<file path="config.mk">
export PLATFORM = sky130hd
export DESIGN_NAME = carry_aware_booth_mul8
export DESIGN_NICKNAME = d
export VERILOG_FILES = /design/src/rtl/mul_pkg.sv /design/src/rtl/booth_pp_gen.sv /design/src/rtl/carry_aware_booth_mul8.sv
export SDC_FILE = /design/constraint.sdc
export NUM_CORES = 1
export LEC_CHECK = 0
export ABC_AREA = 1
export CAP_MARGIN = 10
export CORE_ASPECT_RATIO = 0.5
export CORE_UTILIZATION = 45
export CTS_BUF_LIST = sky130_fd_sc_hd__clkbuf_16
export DETAILED_ROUTE_END_ITERATION = 10
export GPL_ROUTABILITY_DRIVEN = 0
export PLACE_DENSITY = 0.7
export SYNTH_ARGS = -nofsm -noshare
export SYNTH_HDL_FRONTEND = slang
export SYNTH_SLANG_ARGS = --single-unit
export TNS_END_PERCENT = 50
</file>
<file path="constraint.sdc">
create_clock -name clk -period 4.3 [get_ports clk]
set_input_delay 0.43 -clock clk [delete_from_list [all_inputs] [get_ports clk]]
set_output_delay 0.43 -clock clk [all_outputs]
set_load 0.05 [all_outputs]
</file>
<file path="src/rtl/mul_pkg.sv">
// Shared types and widths for the radix-4 Booth approximate multiplier.
// Latency: none (package only).
// Backpressure: none (package only).
package mul_pkg;

  localparam int IN_W = 8;
  localparam int PP_W = 10;
  localparam int P_W  = 16;

  // Radix-4 Booth digit values
  typedef enum logic [2:0] {
    ZERO = 3'd0,
    POS1 = 3'd1,
    POS2 = 3'd2,
    NEG1 = 3'd3,
    NEG2 = 3'd4
  } booth_dig_e;

  // Map a 3-bit multiplier window {b[2i+1], b[2i], b[2i-1]} to its digit
  function automatic booth_dig_e booth_decode(input logic [2:0] win);
    booth_dig_e dig;
    unique case (win)
      3'b000, 3'b111: dig = ZERO;
      3'b001, 3'b010: dig = POS1;
      3'b011:         dig = POS2;
      3'b100:         dig = NEG2;
      default:        dig = NEG1;  // 101, 110
    endcase
    return dig;
  endfunction

endpackage

</file>
<file path="src/rtl/booth_pp_gen.sv">
// One radix-4 Booth partial product: digit(window) * a, exact in 10 bits.
// Latency: purely combinational.
// Backpressure: none.
module booth_pp_gen
  import mul_pkg::*;
(
  input  logic [IN_W-1:0] i_a,
  input  logic [2:0]      i_win,
  output logic [PP_W-1:0] o_pp
);

  logic [PP_W-1:0] w_a_ext;
  booth_dig_e      w_dig;

  assign w_a_ext = {{(PP_W-IN_W){i_a[IN_W-1]}}, i_a};
  assign w_dig   = booth_decode(i_win);

  // Select 0, +-a or +-2a; 10 bits hold -256..+256 so negating -2*(-128) is safe
  always_comb begin
    o_pp = '0;
    unique case (w_dig)
      ZERO:    o_pp = '0;
      POS1:    o_pp = w_a_ext;
      POS2:    o_pp = w_a_ext << 1;
      NEG1:    o_pp = -w_a_ext;
      NEG2:    o_pp = -(w_a_ext << 1);
      default: o_pp = '0;
    endcase
  end

endmodule

</file>
<file path="src/rtl/carry_aware_booth_mul8.sv">
// Registered 8x8 signed Booth multiplier; low APPROX_COLS sum bits ORed, carry out of them exact.
// Latency: 1 cycle from in_valid to out_valid; results hold while in_valid is low.
// Backpressure: none, accepts one operand pair every cycle. Define EXACT_LSB_EN for exact low bits.
module carry_aware_booth_mul8
  import mul_pkg::*;
#(
  parameter int APPROX_COLS = 4
) (
  input  logic            clk,
  input  logic            rst_n,
  input  logic            in_valid,
  input  logic [IN_W-1:0] a,
  input  logic [IN_W-1:0] b,
  output logic            out_valid,
  output logic [PP_W-1:0] ps1,
  output logic [PP_W-1:0] ps2,
  output logic [PP_W-1:0] ps3,
  output logic [PP_W-1:0] ps4,
  output logic [P_W-1:0]  p
);

  // Columns below APPROX_COLS form the low (approximated) region
  localparam logic [P_W-1:0] LO_MASK = P_W'((1 << APPROX_COLS) - 1);

  logic [IN_W:0]   w_b_ext;
  logic [PP_W-1:0] w_pp [4];
  logic [P_W-1:0]  w_e  [4];
  logic [P_W+1:0]  w_lo_sum;
  logic [P_W-1:0]  w_lo_or;
  logic [P_W-1:0]  w_hi_sum;
  logic [P_W-1:0]  w_lo_bits;
  logic [P_W-1:0]  w_p;

  // Implicit b[-1] = 0 below the LSB
  assign w_b_ext = {b, 1'b0};

  for (genvar i = 0; i < 4; i++) begin : g_pp
    booth_pp_gen u_pp (
      .i_a   (a),
      .i_win (w_b_ext[2*i+2 -: 3]),
      .o_pp  (w_pp[i])
    );
    // Sign-extend and align each partial product to weight 4^i (mod 2^16)
    assign w_e[i] = {{(P_W-PP_W){w_pp[i][PP_W-1]}}, w_pp[i]} << (2*i);
  end

  // Compress: exact low-region sum for the carry, OR (or true sum) for the low bits
  always_comb begin
    w_lo_sum = '0;
    w_lo_or  = '0;
    w_hi_sum = '0;
    for (int i = 0; i < 4; i++) begin
      w_lo_sum = w_lo_sum + {2'b00, w_e[i] & LO_MASK};
      w_lo_or  = w_lo_or | (w_e[i] & LO_MASK);
      w_hi_sum = w_hi_sum + (w_e[i] & ~LO_MASK);
    end
`ifdef EXACT_LSB_EN
    w_lo_bits = w_lo_sum[P_W-1:0] & LO_MASK;
`else
    w_lo_bits = w_lo_or;
`endif
    // Bits of the low sum at/above APPROX_COLS are exactly the carry into the high region
    w_p = (w_hi_sum + (w_lo_sum[P_W-1:0] & ~LO_MASK)) | w_lo_bits;
  end

  // Output registers: reset clears everything, otherwise capture on in_valid and hold otherwise
  always_ff @(posedge clk) begin
    if (!rst_n) begin
      out_valid <= 1'b0;
      ps1       <= '0;
      ps2       <= '0;
      ps3       <= '0;
      ps4       <= '0;
      p         <= '0;
    end else begin
      out_valid <= in_valid;
      if (in_valid) begin
        ps1 <= w_pp[0];
        ps2 <= w_pp[1];
        ps3 <= w_pp[2];
        ps4 <= w_pp[3];
        p   <= w_p;
      end
    end
  end

endmodule

</file>
Word-level counts from Yosys, hierarchy flattened
Cells that the tools add are included.
{"block": "totals", "regBits": 57, "in_bits": 19, "output_inout_bits": 57, "wordCells": 66}
{"block": "classes", "n_addsub": 7, "n_eq_ne": 33, "muxes": 8, "n_bitwise": 2, "reduce_logical": 10}
{"cell": "case mux 10 bit (4 select lines)", "count": 4}
{"cell": "== test 3 x 2 -> 1 bit (second input constant)", "count": 14}
{"cell": "case mux 3 bit (4 select lines)", "count": 3}
{"cell": "== test 3 bit (second input constant)", "count": 10}
{"cell": "== test 3 x 1 -> 1 bit (second input constant)", "count": 7}
{"cell": "negation 10 bit", "count": 2}
{"cell": "adder 16 bit", "count": 1}
{"cell": "adder 16 x 5 -> 16 bit", "count": 1}
{"cell": "OR 16 x 4 -> 16 bit", "count": 1}
{"cell": "adder 13 x 14 -> 15 bit", "count": 1}
{"cell": "adder 10 x 12 -> 13 bit", "count": 1}
{"cell": "zero test 3 bit", "count": 4}
{"cell": "OR reduction 2 bit", "count": 6}
{"cell": "case mux 3 bit (3 select lines)", "count": 1}
{"cell": "adder 4 x 4 -> 5 bit", "count": 1}
{"cell": "OR 4 bit", "count": 1}
{"cell": "== test 2 x 1 -> 1 bit (second input constant)", "count": 1}
{"cell": "== test 2 bit (second input constant)", "count": 1}

Longest topological paths before layout
{"block": "logic_depth", "ltp_word": 10, "depth_mapped": 30, "mapped_depth_nobuf": 30}

By module
From an unflattened synthesis, not the netlist that was laid out.
{"block": "unflattened", "hier_cells": 758, "area_unflattened_um2": 4758.3}
{"mod": "carry_aware_booth_mul8", "instances": 1, "cells_per_inst": 402, "area_each_um2": 3081.7, "seq_area_each_um2": 1101.1}
{"mod": "booth_pp_gen", "instances": 4, "cells_per_inst": 89, "area_each_um2": 419.2, "seq_area_each_um2": 0.0}

Worst setup path after synthesis
No wires, ideal clock.
{"block": "synth_path", "path_kind": "input-to-reg", "start": "input a[1]", "end": "register p[14]", "setup_time_ns": 0.115, "arrival_ns": 4.252, "required_ns": 4.185, "path_slack_ns": -0.067, "cell_stages": 24, "path_buffers": 0, "cell_sequence": "inv_2 -> ha_1 -> xor2_2 -> nor2_1 -> nor4_1 -> inv_1 -> fa_1 -> ha_1 -> fa_1 -> a21oi_1 -> o21bai_1 -> a21oi_1 -> nor2_1 -> nor2_1 -> xor2_1 -> inv_1 -> ha_1 -> nand2_1 -> nor2_1 -> nand3_1 -> nand4_1 -> xor2_1 -> o21ai_0 -> inv_1"}
{"block": "synth_via", "elab_chain_cells": 7, "elab_cells_between_ends": 12, "classes_between": "add/sub: 7; mux: 4; bitwise: 1"}
{"item": "start: declaration", "line_no": "carry_aware_booth_mul8.sv:12", "text": "input logic [IN_W-1:0] a,"}
{"item": "negation 10 bit (on tied branches)", "line_no": "booth_pp_gen.sv:26, booth_pp_gen.sv:25"}
{"item": "case mux 10 bit (4 select lines) (*)", "line_no": "booth_pp_gen.sv:21", "text": "unique case (w_dig)"}
{"item": "named net g_pp[1].u_pp.o_pp[3]", "line_no": "booth_pp_gen.sv:9", "text": "output logic [PP_W-1:0] o_pp"}
{"item": "adder 10 x 12 -> 13 bit (*)", "line_no": "carry_aware_booth_mul8.sv:55", "text": "w_hi_sum = w_hi_sum + (w_e[i] & ~LO_MASK);"}
{"item": "adder 13 x 14 -> 15 bit (*)", "line_no": "carry_aware_booth_mul8.sv:55"}
{"item": "adder 16 bit (*)", "line_no": "carry_aware_booth_mul8.sv:55"}
{"item": "adder 16 x 5 -> 16 bit (*)", "line_no": "carry_aware_booth_mul8.sv:63", "text": "w_p = (w_hi_sum + (w_lo_sum[P_W-1:0] & ~LO_MASK)) | w_lo_bits;"}
{"item": "OR 16 x 4 -> 16 bit (*)", "line_no": "carry_aware_booth_mul8.sv:63"}
{"item": "end signal: assignment", "line_no": "carry_aware_booth_mul8.sv:82", "text": "p <= w_p;"}
{"item": "end: declaration", "line_no": "carry_aware_booth_mul8.sv:19", "text": "output logic [P_W-1:0] p"}
The timed path passes the listed nets; every way through them passes the cells marked *.
A chain may end at the register's enable or synchronous reset.

Worst setup path in the final report
{"block": "layout_path", "start": "input b[3]", "end": "register p[13]"}
{"block": "layout_via", "elab_cells_between_ends": 34, "classes_between": "add/sub: 5; eq/ne: 18; mux: 4; bitwise: 1; reduce/logical: 6"}
{"item": "start: declaration", "line_no": "carry_aware_booth_mul8.sv:13", "text": "input logic [IN_W-1:0] b,"}
{"item": "== test 3 x 1 -> 1 bit, or another cell as far along", "line_no": "mul_pkg.sv:22", "text": "unique case (win)"}
{"item": "OR reduction 2 bit", "line_no": "mul_pkg.sv:22"}
{"item": "case mux 3 bit (4 select lines) (*)", "line_no": "mul_pkg.sv:22"}
{"item": "== test 3 bit, or another cell as far along", "line_no": "booth_pp_gen.sv:21"}
{"item": "case mux 10 bit (4 select lines) (*)", "line_no": "booth_pp_gen.sv:21"}
{"item": "named net g_pp[2].u_pp.o_pp[1]", "line_no": "booth_pp_gen.sv:9"}
{"item": "adder 13 x 14 -> 15 bit (*)", "line_no": "carry_aware_booth_mul8.sv:55"}
{"item": "adder 16 bit (*)", "line_no": "carry_aware_booth_mul8.sv:55"}
{"item": "adder 16 x 5 -> 16 bit (*)", "line_no": "carry_aware_booth_mul8.sv:63"}
{"item": "OR 16 x 4 -> 16 bit (*)", "line_no": "carry_aware_booth_mul8.sv:63"}
Marks and branches as above.

==> impl_results.md <==
- RSZ-0062 raised after global routing: yes
- Worst setup path class: in -> reg
- FF-to-FF setup slack: 3630 ps
- Largest net degree at the start of global routing: 38
- Total clock sinks: 55
- Commonest non-fill, non-tap cell in the layout: buf_4
- Data required, critical path: 4510 ps
- Hold depth: 2
- Clock Pin Slew Worst Setup and Hold Paths: 70 ps
- First-pass GRT wire length: 22500 um
- Sequential share of the synthesized area: 26.6%
- Post-synthesis async set-or-reset flop share: 0%
- Die Height: 69.9 um
- Port Buffers: 75
- Mapped Cells: 602
- Tmin final: 4290 ps
- Share of layout cells above drive strength 1: 33.5%
- N_diodes: 0
- Initial antenna violation count: 0
- Hold Path End: p[9]$_SDFFE_PN0P_
- Row count: 24
- Tightest Pin Transition: 900 ps
- RR Endpoint: ps3[5]$_SDFFE_PN0P_
- Leak: 3.20 nW
- Root Buffer: clkbuf_16
- I/O pin cnt: 76
- Layout area overhead: 62.3%
- Final WL: 15300 um
- Yosys reg bits: 55
- Initial DRT Pass Iterations: 5
- Detailed-route DRC error count: 0
- Final hold vios: 0
- Slew Limit Fails: 0
- Sw Share: 43.3%
- Clock skew: 0 ps
- Worst Setup End Kind: flip-flop
- Net Count, Synth: 655
- Post-DRT Antenna Nets: 0
- Max-cap violations: 0
- CTS tree: yes
- Netlist cell types: 45
- Combinational Power Share: 65.3%
- Initial Util: 47.0%
- Commonest non-fill, non-tap cells in the layout: 132 x buf_4, 113 x nand2_1, 71 x inv_1
- CTS H-tree lvls: 2
- Worst-Skew Late Latency: 300 ps
- CP arrival: 4500 ps
- EDFF count, synth: 0
- Setup-failing EPs final: 0
- Area leader, netlist: dfxtp_1
- Relative slew slack: 39.9%
- Placeable Area: 8830 sq um
- R2r worst-path depth: 2
- Power Total: 3.29 mW
- Grt ovf: 0
- Maximum vdd drop: 0.000399 V
- Vias: 5050
- Yosys warning total: 0
- Fin crit share: 99.7%
- CP startpoint kind: primary input
- Status: completed
- Hold crit path type: reg -> reg
- Mapped Area: 4150 sq um
- Final Util: 76.2%
- Seq pwr share: 18.6%
- TritonCTS Buffers: 5
- Die width: 138 um
- Initial DRC count: 569
- Hold path startpoint: p[9]$_SDFFE_PN0P_
- Average size of a mapped cell: 6.89 sq um
- Total Routing Usage GR: 30.1%
- Crit-path max FO: 9
- Worst hold margin: 457 ps
- R2R Path Start: ps3[5]$_SDFFE_PN0P_
- CTS Buffer Depth: 2
- PwrDens: 489 nW/um^2
- Post-synth top flop: dfxtp_1
- Clock power frac: 16.0%
- Largest cells by area after synthesis: dfxtp_1 27%, nand2_1 11%, ha_1 6.9%
- Final instance count without filler cells: 931
- Via density: 5.42
- F_max: 233 MHz
- Placed Instances: 897
- Die area: 9630 sq um
- Switching Power: 1.42 mW
- Int Power: 1.87 mW
- Final HPWL DP: 10200 um
- Nets: 866
- Share of the synthesized area in the top cell type: 26.6%
- Mean routed wirelength per cell: 16.5 um
- Vias in the first global route: 4680
-- layout make-up --
cell class / instances / area [sq um]
Timing Repair Buffer: 219 / 1890
Inverter: 89 / 347
Clock inverter: 3 / 63.8
Sequential cell: 55 / 1100
Fill cell: 639 / 2100
Tap cell: 117 / 146
Clock buffer: 5 / 125
Multi-Input combinational cell: 443 / 3050
-- stage by stage --
step	setup WS [ps]	TNS [ps]	area, sq um
floorplan	30.0	0	4150
finish	11.2	0	6730
global placement	-519	-3350	5860
CTS	7.98	0	6310
detailed placement	-668	-4270	5860
global route	-206	-756	6730
-- logic make-up (layout without fill, tap and decap cells) --
kind of cell / after synthesis / in the layout / synth area share, %
AND/OR/NAND/NOR: 276 / 276 / 30.1
AO/OA/AOI/OAI: 122 / 122 / 18.5
buffers and inverters: 104 / 316 / 10.1
flip-flops: 55 / 55 / 26.6
adder cells (fa/ha/maj): 34 / 34 / 12.3
XOR/XNOR: 11 / 11 / 2.50
-- worst max-delay path by stage --
stage	start	slack, ps	to	cells after the start
finish	b[3]	10	p[13]$_SDFFE_PN0P_	24
global route	a[7]	-210	p[15]$_SDFFE_PN0P_	27
CTS	b[2]	8	p[14]$_SDFFE_PN0P_	29
detailed placement	a[0]	-670	p[14]$_SDFFE_PN0P_	27
global placement	a[0]	-520	p[14]$_SDFFE_PN0P_	26
floorplan	a[1]	30	p[14]$_SDFFE_PN0P_	26
-- sequential cells by signal, indices dropped and copies added (netlist names) --
signal,flops
ps1,8
p,16
ps2,10
ps4,10
ps3,10
out_valid,1
-- critical path, stage by stage --
cell           delay, ps
dlygate4sd2_1        270
or2_4                270
nand3_4              120
nor2_1                90
nor3_2               260
inv_1                120
fa_1                 480
ha_2                 220
fa_2                 380
a21oi_2              220
o21bai_4             100
buf_4                140
xnor2_1              130
inv_1                 90
ha_4                 300
nand2_1               90
nor3_1               130
nand2_1              110
nand2_2              130
a21oi_1              100
a21oi_1              120
o21ai_1               80
nand2_1               60
inv_1                 40
-- cell usage after synthesis (4+ instances only) --
master	number
nand2_1	126
clkbuf_1	6
inv_2	12
nand4_1	6
nor3_1	16
o22ai_1	24
a21oi_1	27
nor2_4	6
o221ai_2	4
nor3_2	4
xor2_1	8
nor2_1	76
a22o_1	5
nand2_2	8
nand3_1	19
buf_2	5
nor2_2	6
fa_1	11
ha_1	23
o21ai_0	27
dfxtp_1	55
inv_1	76
o21ai_1	17
-- routing by layer --
| metal | vias to the layer above | part of all wire [%] | track usage [%] |
|---|---|---|---|
| met4 | 0 | 2.7 | 8.94 |
| met2 | 255 | 47 | 47.6 |
| met5 | - | 0 | 0 |
| met3 | 45 | 6.8 | 4.07 |
| li1 | 2398 | - | - |
| met1 | 2352 | 44 | 42.4 |
-- timing repair --
item	4_1_cts	5_1_grt
resized for setup	46	89
setup buffers	12	15
endpoints found under the setup margin	7	7
hold buffers	0	0
pin swaps	29	62
endpoints found under the hold margin	0	0
-- power by group through the flow --
stage                     Combinational (mW)  Sequential [mW]  Clock (mW)
after global placement                  1.69            0.621           0
final                                   2.15            0.613       0.528
after floorplan                        0.812            0.855           0
after detailed placement                1.72            0.623           0
after CTS                               1.87            0.613       0.526
after global routing                    2.32            0.622       0.552
Power figures use the tool's default switching activity.
